--- src/rtl/core_scheduler_pkg.sv ---
// Shared core-state encoding used by the scheduler, ALUs, LSUs and PC units.
// Every unit decodes the broadcast state against these constants.
package core_scheduler_pkg;

  typedef enum logic [2:0] {
    ST_IDLE    = 3'b000,
    ST_FETCH   = 3'b001,
    ST_DECODE  = 3'b010,
    ST_REQUEST = 3'b011,
    ST_WAIT    = 3'b100,
    ST_EXECUTE = 3'b101,
    ST_UPDATE  = 3'b110,
    ST_DONE    = 3'b111
  } core_state_t;

endpackage

--- src/rtl/core_scheduler_pc_select.sv ---
// Picks the next PC from the lowest enabled lane and flags lanes that
// disagree with it.
module pc_select #(
  parameter int THREADS  = 4,
  parameter int PC_WIDTH = 8
) (
  input  logic [THREADS-1:0]          i_enable,
  input  logic [THREADS*PC_WIDTH-1:0] i_next_pc,
  output logic [PC_WIDTH-1:0]         o_sel_pc,
  output logic                        o_any_en,
  output logic                        o_diverged
);

  logic [PC_WIDTH-1:0] w_sel;
  logic                w_div;

  // Scan high-to-low so the lowest enabled lane wins.
  always_comb begin
    w_sel = '0;
    for (int i = THREADS - 1; i >= 0; i--) begin
      if (i_enable[i]) begin
        w_sel = i_next_pc[i*PC_WIDTH +: PC_WIDTH];
      end
    end
  end

  always_comb begin
    w_div = 1'b0;
    for (int i = 0; i < THREADS; i++) begin
      if (i_enable[i] &&
          i_next_pc[i*PC_WIDTH +: PC_WIDTH] != w_sel) begin
        w_div = 1'b1;
      end
    end
  end

  assign o_sel_pc   = w_sel;
  assign o_any_en   = |i_enable;
  assign o_diverged = w_div;

endmodule

--- src/rtl/core_scheduler.sv ---
// Per-core instruction sequencer: steps one warp of lanes through
// fetch/decode/memory/execute/update and tracks retirement.
module core_scheduler
  import core_scheduler_pkg::*;
#(
  parameter int THREADS   = 4,
  parameter int PC_WIDTH  = 8,
  parameter int CNT_WIDTH = 16
) (
  input  logic                        clk,
  input  logic                        reset,
  input  logic                        start,
  input  logic [THREADS-1:0]          thread_enable,
  input  logic                        instr_valid,
  input  logic [THREADS-1:0]          lsu_busy,
  input  logic                        decoded_ret,
  input  logic [THREADS*PC_WIDTH-1:0] next_pc,
  output logic [2:0]                  core_state,
  output logic [PC_WIDTH-1:0]         current_pc,
  output logic                        fetch_req,
  output logic                        done,
  output logic                        pc_diverged,
  output logic [CNT_WIDTH-1:0]        instr_count
);

  core_state_t          r_state;
  logic [PC_WIDTH-1:0]  r_pc;
  logic                 r_done;
  logic                 r_div;
  logic [CNT_WIDTH-1:0] r_cnt;

  logic [PC_WIDTH-1:0]  w_sel_pc;
  logic                 w_any_en;
  logic                 w_diverged;
  logic                 w_busy;

  pc_select #(
    .THREADS  (THREADS),
    .PC_WIDTH (PC_WIDTH)
  ) u_pc_select (
    .i_enable   (thread_enable),
    .i_next_pc  (next_pc),
    .o_sel_pc   (w_sel_pc),
    .o_any_en   (w_any_en),
    .o_diverged (w_diverged)
  );

  // Busy bits from disabled lanes must not stall the core.
  assign w_busy = |(lsu_busy & thread_enable);

  always_ff @(posedge clk) begin
    if (reset) begin
      r_state <= ST_IDLE;
      r_pc    <= '0;
      r_done  <= 1'b0;
      r_div   <= 1'b0;
      r_cnt   <= '0;
    end else begin
      unique case (r_state)
        ST_IDLE: begin
          if (start) begin
            r_state <= ST_FETCH;
            r_pc    <= '0;
            r_done  <= 1'b0;
            r_div   <= 1'b0;
            r_cnt   <= '0;
          end
        end
        ST_FETCH: begin
          if (instr_valid) r_state <= ST_DECODE;
        end
        ST_DECODE:  r_state <= ST_REQUEST;
        ST_REQUEST: r_state <= ST_WAIT;
        ST_WAIT: begin
          if (!w_busy) r_state <= ST_EXECUTE;
        end
        ST_EXECUTE: r_state <= ST_UPDATE;
        ST_UPDATE: begin
          if (r_cnt != '1) r_cnt <= r_cnt + 1'b1;
          if (w_diverged) r_div <= 1'b1;
          if (decoded_ret || !w_any_en) begin
            r_state <= ST_DONE;
            r_done  <= 1'b1;
          end else begin
            r_pc    <= w_sel_pc;
            r_state <= ST_FETCH;
          end
        end
        ST_DONE: r_state <= ST_DONE;
      endcase
    end
  end

  assign core_state  = r_state;
  assign current_pc  = r_pc;
  assign fetch_req   = (r_state == ST_FETCH);
  assign done        = r_done;
  assign pc_diverged = r_div;
  assign instr_count = r_cnt;

endmodule

--- config.mk ---
export PLATFORM = sky130hd
export DESIGN_NAME = core_scheduler
export DESIGN_NICKNAME = d
export VERILOG_FILES = /design/src/rtl/core_scheduler_pkg.sv /design/src/rtl/core_scheduler_pc_select.sv /design/src/rtl/core_scheduler.sv
export SDC_FILE = /design/constraint.sdc
export NUM_CORES = 1
export LEC_CHECK = 0
export ABC_AREA = 1
export CAP_MARGIN = 20
export CORE_AREA = 2 2 77 79
export CTS_CLUSTER_DIAMETER = 80
export DETAILED_ROUTE_END_ITERATION = 8
export DIE_AREA = 0 0 79 81
export GPL_TIMING_DRIVEN = 0
export PLACE_DENSITY = 0.7
export SYNTH_ARGS = -nofsm -noshare
export SYNTH_HDL_FRONTEND = slang
export SYNTH_SLANG_ARGS = --single-unit
--- constraint.sdc ---
create_clock -name clk -period 1.55 [get_ports clk]
set_input_delay 0.31 -clock clk [delete_from_list [all_inputs] [get_ports clk]]
set_output_delay 0.31 -clock clk [all_outputs]
set_load 0.005 [all_outputs]
### Yosys cells after proc, flatten, opt, wreduce, memory -nomap -nowiden

Index checks and enable logic that the tools add are counted.

| word-level totals | value |
|---|---|
| input bits | 45 |
| output and inout port bits | 30 |
| word-level logic and storage cells | 65 |
| flip-flop bits (word level) | 29 |

| cells by class | value |
|---|---|
| equality and inequality tests | 19 |
| bitwise gates (word level) | 1 |
| multiplexer cells | 24 |
| $add $sub $neg | 1 |
| reduce and logical (&&, ||, !) cells | 15 |

Operators with widths:

| operator | number |
|---|---|
| $mux W8 | 6 |
| $mux W16 | 2 |
| $ne A8 B8 Y1 | 4 |
| $pmux W16 S2 | 1 |
| $pmux W3 S8 | 1 |
| $add A16 B1 Y16 const B | 1 |
| $ne A16 B16 Y1 const B | 1 |
| $pmux W8 S2 | 1 |
| $reduce_and A3 Y1 | 5 |
| $eq A3 B3 Y1 const B | 4 |
| $mux W3 | 4 |
| $ne A2 B2 Y1 const B | 6 |
| $reduce_or A4 Y1 | 2 |
| $mux W1 | 7 |
| $eq A3 B2 Y1 const B | 2 |
| $and A4 B4 Y4 | 1 |
| $logic_and A1 B1 Y1 | 4 |
| $pmux W1 S2 | 2 |
| $eq A3 B1 Y1 const B | 1 |
| $logic_not A3 Y1 | 1 |
| $ne A2 B1 Y1 const B | 1 |
| $reduce_bool A2 Y1 | 1 |
| $logic_not A1 Y1 | 1 |
| $logic_or A1 B1 Y1 | 1 |

### Longest topological paths before layout

| logic depth | value |
|---|---|
| word-level depth | 12 |
| depth in mapped cells | 17 |
| mapped depth without buffers | 16 |

### Cells and area by module

A second synthesis with hierarchy kept.

| second synthesis, totals | value |
|---|---|
| cells, all modules | 452 |
| area, all modules | 2526.2 sq um |

By module, submodules not included:

| module | cells an instance | instances | seq. area each (sq um) | area each (sq um) |
|---|---|---|---|---|
| core_scheduler | 254 | 1 | 580.6 | 1660.3 |
| pc_select | 198 | 1 | 0.0 | 865.8 |

### Least setup slack after synthesis

OpenSTA, ideal clock, no wires.

| timing | value |
|---|---|
| path kind | reg-to-reg |
| start | register r_cnt[6] (netlist: instr_count[6]) |
| end | register r_cnt[14] (netlist: instr_count[14]) |
| arrival | 1.425 ns |
| path buffers | 0 |
| slack | 0.010 ns |
| data required time | 1.435 ns |
| clock period less this slack | 1.540 ns |
| stages on the path, launching flop included | 12 |
| setup time | 0.115 ns |
| cells stage by stage | dfxtp_1 -> inv_2 -> nor3_4 -> nand3_1 -> nor2_1 -> nand2_1 -> nand2_4 -> nor2_2 -> inv_2 -> nor3_4 -> a21oi_1 -> nor2_1 |

| on the way | value |
|---|---|
| word-level cells in the longest chain between the ends | 3 |
| elaborated cells between the ends (all ways) | 6 |

RTL lines:

| item | line | source |
|---|---|---|
| start: declaration | core_scheduler.sv:30 | `logic [CNT_WIDTH-1:0] r_cnt;` |
| start signal: assignment | core_scheduler.sv:79 | `if (r_cnt != '1) r_cnt <= r_cnt + 1'b1;` |
| $add A16 B1 Y16 / $ne A16 B16 Y1 (equally long branches) | core_scheduler.sv:79 |  |
| $mux W16 / $ne A2 B2 Y1 (equally long branches) | n/a |  |
| $pmux W16 S2 / $reduce_and A3 Y1 (equally long branches) | n/a |  |

Parallel ways exist; a longest one is shown, timed or not. The select of a mux whose other input is x is not followed.
A chain may end at the register's enable or synchronous reset.

### Final worst setup path

| timing | value |
|---|---|
| start | register r_cnt[3] (netlist: instr_count[3]) |
| end | register r_cnt[9] (netlist: instr_count[9]) |

The elaborated chain is that of the path after synthesis.

==> results <==
## critical path, stage by stage (launching register included)
cell and delay (ps):
dfxtp_4 380, nand2_2 80, inv_2 80, nand4_1 190, nor2_4 190, nand2_2 70
nand2_4 160, nor2_8 50, nand3_4 140, inv_2 70, nand2_1 70, nand2_1 50
a21oi_1 110
## routing by layer
| metal | up-vias | global-route usage, % | part of all wire, % |
|---|---|---|---|
| met5 | - | 0 | 0 |
| met4 | 0 | 7.76 | 1.7 |
| li1 | 1417 | - | - |
| met2 | 111 | 38.2 | 52 |
| met1 | 1351 | 27.4 | 41 |
| met3 | 15 | 4.22 | 5.7 |
## worst paths after layout
path,slack [ps],to,cells after the start
setup / recovery,-160,instr_count[9],12
hold / removal,470,pc_diverged,2
setup reg to reg,-160,instr_count[9],12
hold reg to reg,470,pc_diverged,2
## synthesized netlist by cell type (all sizes together)
library cell  number
a211oi             2
a21oi             34
a22o               2
a22oi              1
a2bb2oi            1
a41oi              1
buf                4
clkbuf             1
dfxtp             29
ha                 1
inv               47
nand2            133
nand3             43
nand3b             4
nand4              1
nor2              19
nor3              11
nor4               1
o2111ai            1
o211a              1
o211ai             1
o21ai             12
or2                6
xor2               2
## cell families (layout without fill, tap and decap cells)
| family | Yosys count | in the layout |
|---|---|---|
| adder cells (fa/ha/maj) | 1 | 1 |
| AND/OR/NAND/NOR | 218 | 218 |
| AO/OA/AOI/OAI | 56 | 56 |
| XOR/XNOR | 2 | 2 |
| flip-flops | 29 | 29 |
| buffers and inverters | 52 | 176 |
## power groups by stage
stage | sequential, uW | combinational [uW] | clock, uW
finish | 809 | 908 | 680
global route | 811 | 987 | 717
CTS | 809 | 776 | 694
detailed placement | 831 | 665 | 0
global placement | 830 | 657 | 0
floorplan | 826 | 380 | 0
## flip-flops by register name, summed over array words and instances (netlist names)
| name | cells |
|---|---|
| done | 1 |
| pc_diverged | 1 |
| current_pc | 8 |
| instr_count | 16 |
| core_state | 3 |
## per-stage QoR
step           hold slack (ps)  instances
6_report                   469        557
5_1_grt                    486        557
4_1_cts                    470        538
3_5_place_dp               459        507
3_3_place_gp               459        507
2_1_floorplan              389        358
## final cells by class
class	count	area [um2]
Buffer	5	48.8
Clock buffer	7	96.3
Clock inverter	1	5.00
Fill cell	470	1810
Inverter	47	181
Multi-Input combinational cell	277	1680
Sequential cell	29	621
Tap cell	75	93.8
Timing Repair Buffer	116	1140
## repair_timing
| item | 4_1_cts | 5_1_grt |
|---|---|---|
| pin swaps | 13 | 50 |
| cloned | 1 | 2 |
| resized for setup | 59 | 120 |
| buffers inserted | 22 | 18 |
| hold endpoints to repair | 0 | 0 |
| setup endpoints to repair | 32 | 32 |
==> results.toml <==
[floorplan]
num_rows = 28
die_w_um = 79
design.die.area_um2 = 6400
core_um2 = 5680
die_h_um = 81
initial_utilization_pct = 37.8
io_pins = 75

[drt]
drt-pass1-iter-count = 4
wirelength_um = 8010
vias = 2894
drt_iter0_drc = 162
ant_nets = 0
routedWlPerCell_um = 14.4
via_per_inst = 5.20
drc = 0

[clocking]
worstSkewPairLatency_ps = 280
ctsHoldBuffers = 0
clockRootBuffer = "clkbuf_8"
cts_tree = "yes"
cts.path.max_buffers = 2
cts_buffers = 5
clock_tree.htree_level_count = 2
path_clk_slew_ps = 60
cts_sinks = 29

[finish]
drive_gt1_share_pct = 35.9
final_util_pct = 68.0
nNetsFinal = 527
final_cell_mix = "nand2_1 (106), clkdlybuf4s50_1 (38), inv_1 (32), nand3_1 (32), buf_4 (32)"
antenna_cells = 0
area_growth_syn_to_layout_pct = 80.2
final_area_um2 = 3860
final_common_cell = "nand2_1"

[sta]
period_minus_slack_ps = 1710
setup_violations = 15
final_max_slew_viol_count = 0
max_freq_mhz = 584
worst_slew_pin_slew_ps = 444
rsz0062_at_grt = "true"
finalSetupTns_ps = -1380
setup_ws_ps = -161
min_period_over_period_pct = 110
slew_headroom_pct = 70.4
hold_viol = 0
fin_worst_skew_ps = 6.10

[global_routing]
grtUsageTotal_pct = 22.0
grt_first_pass_wirelength_um = 11200
grt_antenna_before_repair = 0
grt_pass1_vias = 2517
grt_start_max_net_pins = 11
grt-ovfl-total = 0

[yosys]
synth-simple-area-share_pct = 46.6
synth_area_um2 = 2140
ys_warn_count = 0
yosysTopAreaCell = "dfxtp_1"
synthMuxAreaShare_pct = 0
synth_top_family_by_area = "simple AND/OR/NAND/NOR gates"
yosys.area_share.xor_xnor_pct = 0.817
synth-seq-cells = 29
synth.top_cell.area_share_pct = 27.1
ys_seq_area_share_pct = 27.1
avgSynthCellArea_um2 = 5.99
syn_inst = 358
synth_compound_area_share_pct = 15.4
synthAdderAreaFrac_pct = 0.584
syn_nets = 404
synth.area.top_cells = "dfxtp_1 (27%), nand2_1 (23%), nand3_1 (9.6%)"
synth.distinct_cells = 36

[setup_path]
worstSetupStartpoint = "instr_count[3]"
critical_path_arrival_ps = 1920
crit_fanout = 6
worst-setup-path-type = "register to register"
critPathRequiredTime_ps = 1760
worstReg2RegStart = "instr_count[3]"
end_kind = "register"
start_kind = "register"

[min_path]
holdCritStartpoint = "pc_diverged"
hp-class = "register to register"

[pwr]
clockPowerShare_pct = 28.4
power_switching_uw = 808
p_comb_share_pct = 37.9
p_per_area_nw_per_um2 = 621
seqPwrFrac_pct = 33.8
p_int_uw = 1590
p_leak_uw = 0.00196
ir_drop_mv = 0.349
power_uw = 2400
swShare_pct = 33.7

[place]
gp_congestion = 0.858
dp_slack_ps = -745
port-buffer-count = 74
place_area_um2 = 2980
dp.final_hpwl_um = 4840

[run]
drv_cap = 0

[status]
failed_checks = "negative setup slack"
status = "finished with violations"
(Power assumes the default switching activity.)
